`config.mk`:
```
export PLATFORM = sky130hd
export DESIGN_NAME = cv32e40p_reg_err_collector
export DESIGN_NICKNAME = d
export VERILOG_FILES = /design/src/rtl/cv32e40p_reg_err_collector.sv
export SDC_FILE = /design/constraint.sdc
export NUM_CORES = 1
export LEC_CHECK = 0
export ABC_AREA = 1
export CAP_MARGIN = 5
export CORE_UTILIZATION = 30
export CTS_CLUSTER_SIZE = 30
export DETAILED_ROUTE_END_ITERATION = 12
export GPL_ROUTABILITY_DRIVEN = 0
export SLEW_MARGIN = 20
export SYNTH_ARGS = -nofsm -noshare
export SYNTH_HDL_FRONTEND = slang
export SYNTH_SLANG_ARGS = --single-unit
```
`constraint.sdc`:
```
create_clock -name clk -period 2.4 [get_ports clk]
set_clock_uncertainty 0.2 [all_clocks]
set_input_delay 0.48 -clock clk [delete_from_list [all_inputs] [get_ports clk]]
set_output_delay 0.48 -clock clk [all_outputs]
set_load 0.05 [all_outputs]
```
`src/rtl/cv32e40p_reg_err_collector.sv`:
```
// Parity error collector for the protected register bank.
// Masks per-register error flags, keeps sticky status, counts rising error
// events with saturation, serialises alerts over a req/ack handshake and
// latches a fatal flag once the event count reaches a threshold.
module cv32e40p_reg_err_collector #(
  parameter int unsigned NUM_REGS     = 8,
  parameter int unsigned CNT_WIDTH    = 8,
  parameter int unsigned FATAL_THRESH = 4
) (
  input  logic                        clk,
  input  logic                        rst_n,
  input  logic [NUM_REGS-1:0]         err_i,
  input  logic [NUM_REGS-1:0]         err_mask_i,
  input  logic                        clear_i,
  output logic                        alert_req_o,
  input  logic                        alert_ack_i,
  output logic [$clog2(NUM_REGS)-1:0] alert_id_o,
  output logic [NUM_REGS-1:0]         err_status_o,
  output logic [CNT_WIDTH-1:0]        err_cnt_o,
  output logic                        fatal_o
);

  localparam int unsigned ID_W = $clog2(NUM_REGS);

  typedef enum logic {
    IDLE  = 1'b0,
    ALERT = 1'b1
  } state_e;

  state_e              state_q;
  logic [NUM_REGS-1:0] valid;
  logic [NUM_REGS-1:0] valid_q;
  logic [NUM_REGS-1:0] rise;
  logic [NUM_REGS-1:0] pend_q;
  logic [NUM_REGS-1:0] cand;
  logic [NUM_REGS-1:0] sel_onehot;
  logic [ID_W-1:0]     sel_id;
  logic [CNT_WIDTH-1:0] cnt_nxt;

  assign valid = err_i & ~err_mask_i;
  assign rise  = valid & ~valid_q;
  assign cand  = pend_q | rise;

  // Lowest set index among pending and newly rising errors
  always_comb begin
    sel_id     = '0;
    sel_onehot = '0;
    for (int unsigned k = NUM_REGS; k > 0; k--) begin
      if (cand[k-1]) begin
        sel_id     = ID_W'(k-1);
        sel_onehot = '0;
        sel_onehot[k-1] = 1'b1;
      end
    end
  end

  // Next event count, saturating at all-ones
  always_comb begin
    cnt_nxt = err_cnt_o;
    if (|rise && (err_cnt_o != '1)) begin
      cnt_nxt = err_cnt_o + 1'b1;
    end
  end

  // Edge register tracks masked errors every cycle, clear cycles included
  always_ff @(posedge clk or negedge rst_n) begin
    if (!rst_n) begin
      valid_q <= '0;
    end else begin
      valid_q <= valid;
    end
  end

  // Sticky status, event counter and fatal latch (fatal ignores clear)
  always_ff @(posedge clk or negedge rst_n) begin
    if (!rst_n) begin
      err_status_o <= '0;
      err_cnt_o    <= '0;
      fatal_o      <= 1'b0;
    end else if (clear_i) begin
      err_status_o <= '0;
      err_cnt_o    <= '0;
    end else begin
      err_status_o <= err_status_o | valid;
      err_cnt_o    <= cnt_nxt;
      if (cnt_nxt >= CNT_WIDTH'(FATAL_THRESH)) begin
        fatal_o <= 1'b1;
      end
    end
  end

  // Alert handshake FSM with pending-error bookkeeping
  always_ff @(posedge clk or negedge rst_n) begin
    if (!rst_n) begin
      state_q     <= IDLE;
      pend_q      <= '0;
      alert_req_o <= 1'b0;
      alert_id_o  <= '0;
    end else if (clear_i) begin
      state_q     <= IDLE;
      pend_q      <= '0;
      alert_req_o <= 1'b0;
      alert_id_o  <= '0;
    end else begin
      case (state_q)
        IDLE: begin
          pend_q <= cand & ~sel_onehot;
          if (|cand) begin
            state_q     <= ALERT;
            alert_id_o  <= sel_id;
            alert_req_o <= 1'b1;
          end
        end
        ALERT: begin
          pend_q <= pend_q | rise;
          if (alert_ack_i) begin
            state_q     <= IDLE;
            alert_req_o <= 1'b0;
          end
        end
        default: begin
          state_q     <= IDLE;
          alert_req_o <= 1'b0;
        end
      endcase
    end
  end

endmodule
```
Word level (Yosys, flattened, before mapping) --
Cells that the tools add are included.
Operators by class: $lt $le $gt $ge 1, add/sub/neg operators 1, bitwise gates (word level) 10, equal/unequal tests 4, reduce and logical (&&, ||, !) cells 7, mux-type cells 32
Operator list (count):
- 8-bit two-way mux | 12
- 3-bit two-way mux | 11
- 8-bit AND | 3
- 8-bit NOT | 3
- 8-bit bitwise OR | 2
- 8-bit one-hot mux with 2 select lines | 1
- 8-bit OR reduction | 2
- 8-bit by 1-bit adder with 8-bit output (second input constant) | 1
- 8-bit by 3-bit >= comparator with 1-bit output (second input constant) | 1
- 8-bit inequality test (second input constant) | 1
- 1-bit two-way mux | 6
- 3-bit inequality test (second input constant) | 2
- 2-bit AND reduction | 3
- 1-bit one-hot mux with 2 select lines | 2
- 2-bit inequality test (second input constant) | 1
- 1-bit NOT | 2
- 2-bit nonzero test | 1
- 1-bit logical AND | 1
Storage, ports and cells: logic and storage cells 63, register bits after elaboration 38

Depth between registers and ports, before layout --
word-level depth 16, mapped depth 15, depth with buffers taken out 15

Worst setup path after synthesis --
No wires, ideal clock.
path kind flip-flop to flip-flop, start point register err_cnt_o[1], end point register fatal_o, path buffers 0, setup time 0.117 ns, data required time 2.083 ns, cell stages (with the launch flop) 15, period minus slack after synthesis 2.170 ns, arrival 1.853 ns, slack 0.230 ns, path through dfrtp_1 -> ha_1 -> nand2_2 -> inv_2 -> nand3_4 -> nor2_4 -> nand2_4 -> nand2_8 -> nand2_1 -> nand2_2 -> nand2_2 -> nor2_2 -> nand2_1 -> nand2_1 -> nand2_1
On the way: word-level cells in the longest chain between the ends 5
Ends and longest elaborated chain:
- start: declaration | line 19 | output logic [CNT_WIDTH-1:0] err_cnt_o,
- start signal: assignment | line 85 | err_cnt_o <= cnt_nxt;
- parallel branches: the longest is 2 deep, another holds 8-bit by 1-bit adder with 8-bit output
- 8-bit two-way mux (*) | line 60 | if (|rise && (err_cnt_o != '1)) begin
- 8-bit by 3-bit >= comparator with 1-bit output (*) | line 86 | if (cnt_nxt >= CNT_WIDTH'(FATAL_THRESH)) begin
- 2-bit AND reduction (no line) (*)
- end signal: assignment | line 79 | fatal_o <= 1'b0;
- end signal: assignment | line 87 | fatal_o <= 1'b1;
- end: declaration | line 20 | output logic fatal_o
Mark *: on every way between the ends. A chain may end at the register's enable or synchronous reset.

Final worst setup path --
start point register err_cnt_o[2], end point output err_cnt_o[2]
No word-level cell between the ends.

==> run summary <==
Diodes inserted -> 0
Die Wd -> 81.8 um
Worst EP required -> 1.72 ns
CP Class -> reg -> out
DRC Markers -> 0
routed len/inst -> 10.3 um
Pleak -> 1.34 nW
IO Pins -> 41
first-pass GRT wire length -> 6.65 mm
Final min period -> 2.26 ns
yosys warns -> 0
crit-path max FO -> 6
nets@finish -> 312
antenna-violating nets left -> 0
kind of cell adding the most delay to the critical path -> buffers and inverters
GR Overflow Total -> 0
DRT Pass-1 Iters -> 4
area delta synth->final -> 31.2%
htree depth -> 2
Stages on worst setup path -> 1
finished layout cell area -> 2500 sq um
Tot GR Track Use -> 13.2%
Hold Path Class -> in -> async
Mapped Area -> 1910 sq um
Initial Utilization -> 31.7%
post-synth top area cell -> dfrtp_1
Worst-Skew Late Latency -> 0.29 ns
IO Port Bufs -> 40
crit-path max cell delay -> 0.84 ns
commonest non-fill, non-tap cell in the layout -> nand2_1
clock sink total -> 38
crit share post-route -> 94.3%
Power Dens Cells -> 664 nW/um^2
die area -> 6680 sq um
share of cells above drive strength 1 -> 11.0%
Crit. End Element -> output port
outcome -> complete, no violations
Critical R2R Launch -> err_cnt_o[1]$_DFF_PN0_
Synth top area share -> 49.8%
crit path launch type -> register
TritonCTS clock tree -> built
Max Fclk -> 0.442 GHz
syn nets -> 264
relative slew slack -> 66.2%
Synth Area in Adders -> 0.656%
Crit. Startpoint -> err_cnt_o[2]$_DFF_PN0_
largest net degree at the start of global routing -> 39
gr busiest metal -> met2
setup TNS -> 0 ns
clk buf depth -> 2
max-cap viol count -> 0
IR drop worst, VDD -> 0.305 mV
mux share of post-synthesis cell area -> 0%
RSZ-0062 raised after global routing -> no
Rows -> 28
Reg clk slew, reported paths -> 0.08 ns
compound-gate portion of the synthesized area -> 2.95%
vias in the first global route -> 1503
global routing usage on met1 -> 17.4%
grt met2 use -> 20.7%
core box area -> 6030 sq um
post-synthesis sequential area ratio -> 49.8%
count of cell types in the netlist -> 25
M3 GR Usage -> 3.67%
commonest cells after routing, fill and taps aside -> nand2_1 (55), inv_1 (48), clkdlybuf4s50_1 (39), dfrtp_1 (38), nor2_1 (33)
Data arrival, critical path -> 1.58 ns
# hold bufs at CTS -> 0
Final Hold Fails -> 0
largest family of logic cells by synthesized area -> simple AND/OR/NAND/NOR gates
CP max stage cell -> clkdlybuf4s50_1
Placement Cell Area -> 2410 sq um
vias -> 1581
final WL -> 3.77 mm
Die Y-Extent -> 81.8 um
First DRT Iteration DRCs -> 70
vias per inst -> 4.31
TritonCTS Buffers -> 5
XOR/XNOR Fraction of Synth Area -> 1.84%
Post-Synth Simple-Gate Area -> 33.1%
Post-CTS Setup Bufs -> 0
root buffer cell -> clkbuf_8
reg2reg path depth -> 14
hpwl dp -> 2.81 mm
endpoints failing setup -> 0
count of state elements after synthesis -> 38
Avg Cell Area, Syn -> 7.85 sq um
critical-path cell list -> clkdlybuf4s50_1
synth top area cells -> dfrtp_1 (50%), nand2_1 (11%), inv_1 (9.4%)
Post-Syn Instances -> 243
Critical path buffers and inverters -> 1
Max Slew Vio Count -> 0
Slew @ Worst Pin -> 0.506 ns
CTS resizes -> 0
antenna violations before repair -> 0
[layer usage]
layer / routed length [um] / vias up
met4: 46 / 0
met3: 179 / 5
met5: 0 / -
li1: - / 824
met1: 1850 / 719
met2: 1690 / 33
[through the flow]
step	setup WS, ns	instances	hold WS, ns	power, mW	util [%]
2_1_floorplan	0.230	243	-0.0156	1.05	-
4_1_cts	0.122	367	0.0462	1.68	41.5
3_3_place_gp	0.0447	359	0.256	1.22	40.0
6_report	0.136	367	0.0251	1.66	41.5
5_1_grt	0.0699	367	0.0780	1.77	41.5
3_5_place_dp	0.0233	359	0.255	1.22	40.0
[layout make-up]
class,count,area [sq um]
Fill cell,630,3520
Sequential cell,38,951
Multi-Input combinational cell,148,736
Timing Repair Buffer,44,425
Inverter,54,203
Tap cell,75,93.8
Clock buffer,6,82.6
Clock inverter,2,12.5
[flip-flops by register name, indices dropped and copies added (netlist names)]
name	count
err_status_o	8
alert_req_o	1
err_cnt_o	8
fatal_o	1
valid_q	8
pend_q	8
state_q	1
alert_id_o	3
[cells by family (layout without fill, tap and decap cells)]
group	Yosys count	after routing
and+or+nand+nor	133	133
buffers and inverters	57	106
DFF	38	38
AOI/OAI and AO/OA	10	10
xor gates and xnor gates	4	4
adders and majority gates	1	1
[where the power goes]
part / switching [mW] / internal (mW)
clock network: 0.230 / 0.231
registers: 0.0378 / 0.692
logic: 0.305 / 0.167
total: 0.573 / 1.09
[synth_stat cells, drive strengths merged]
| cell | number |
|---|---|
| ha | 1 |
| nor2 | 37 |
| dfrtp | 38 |
| o21ai | 4 |
| nand3b | 5 |
| xnor2 | 1 |
| xor2 | 3 |
| o41ai | 1 |
| nand2 | 63 |
| nor3 | 6 |
| a21oi | 4 |
| nand3 | 20 |
| o211ai | 1 |
| clkbuf | 2 |
| nand4 | 2 |
| inv | 54 |
| buf | 1 |
[path summary, 6_finish.rpt]
check,endpoint,slack [ns]
hold reg to reg,fatal_o$_DFFE_PN0P_,0.27
setup / recovery,err_cnt_o[2],0.14
max in group asynchronous,valid_q[7]$_DFF_PN0_,1.63
hold / removal,fatal_o$_DFFE_PN0P_,0.03
setup reg to reg,fatal_o$_DFFE_PN0P_,0.49
min in group clk,fatal_o$_DFFE_PN0P_,0.27
(Power assumes the default switching activity.)
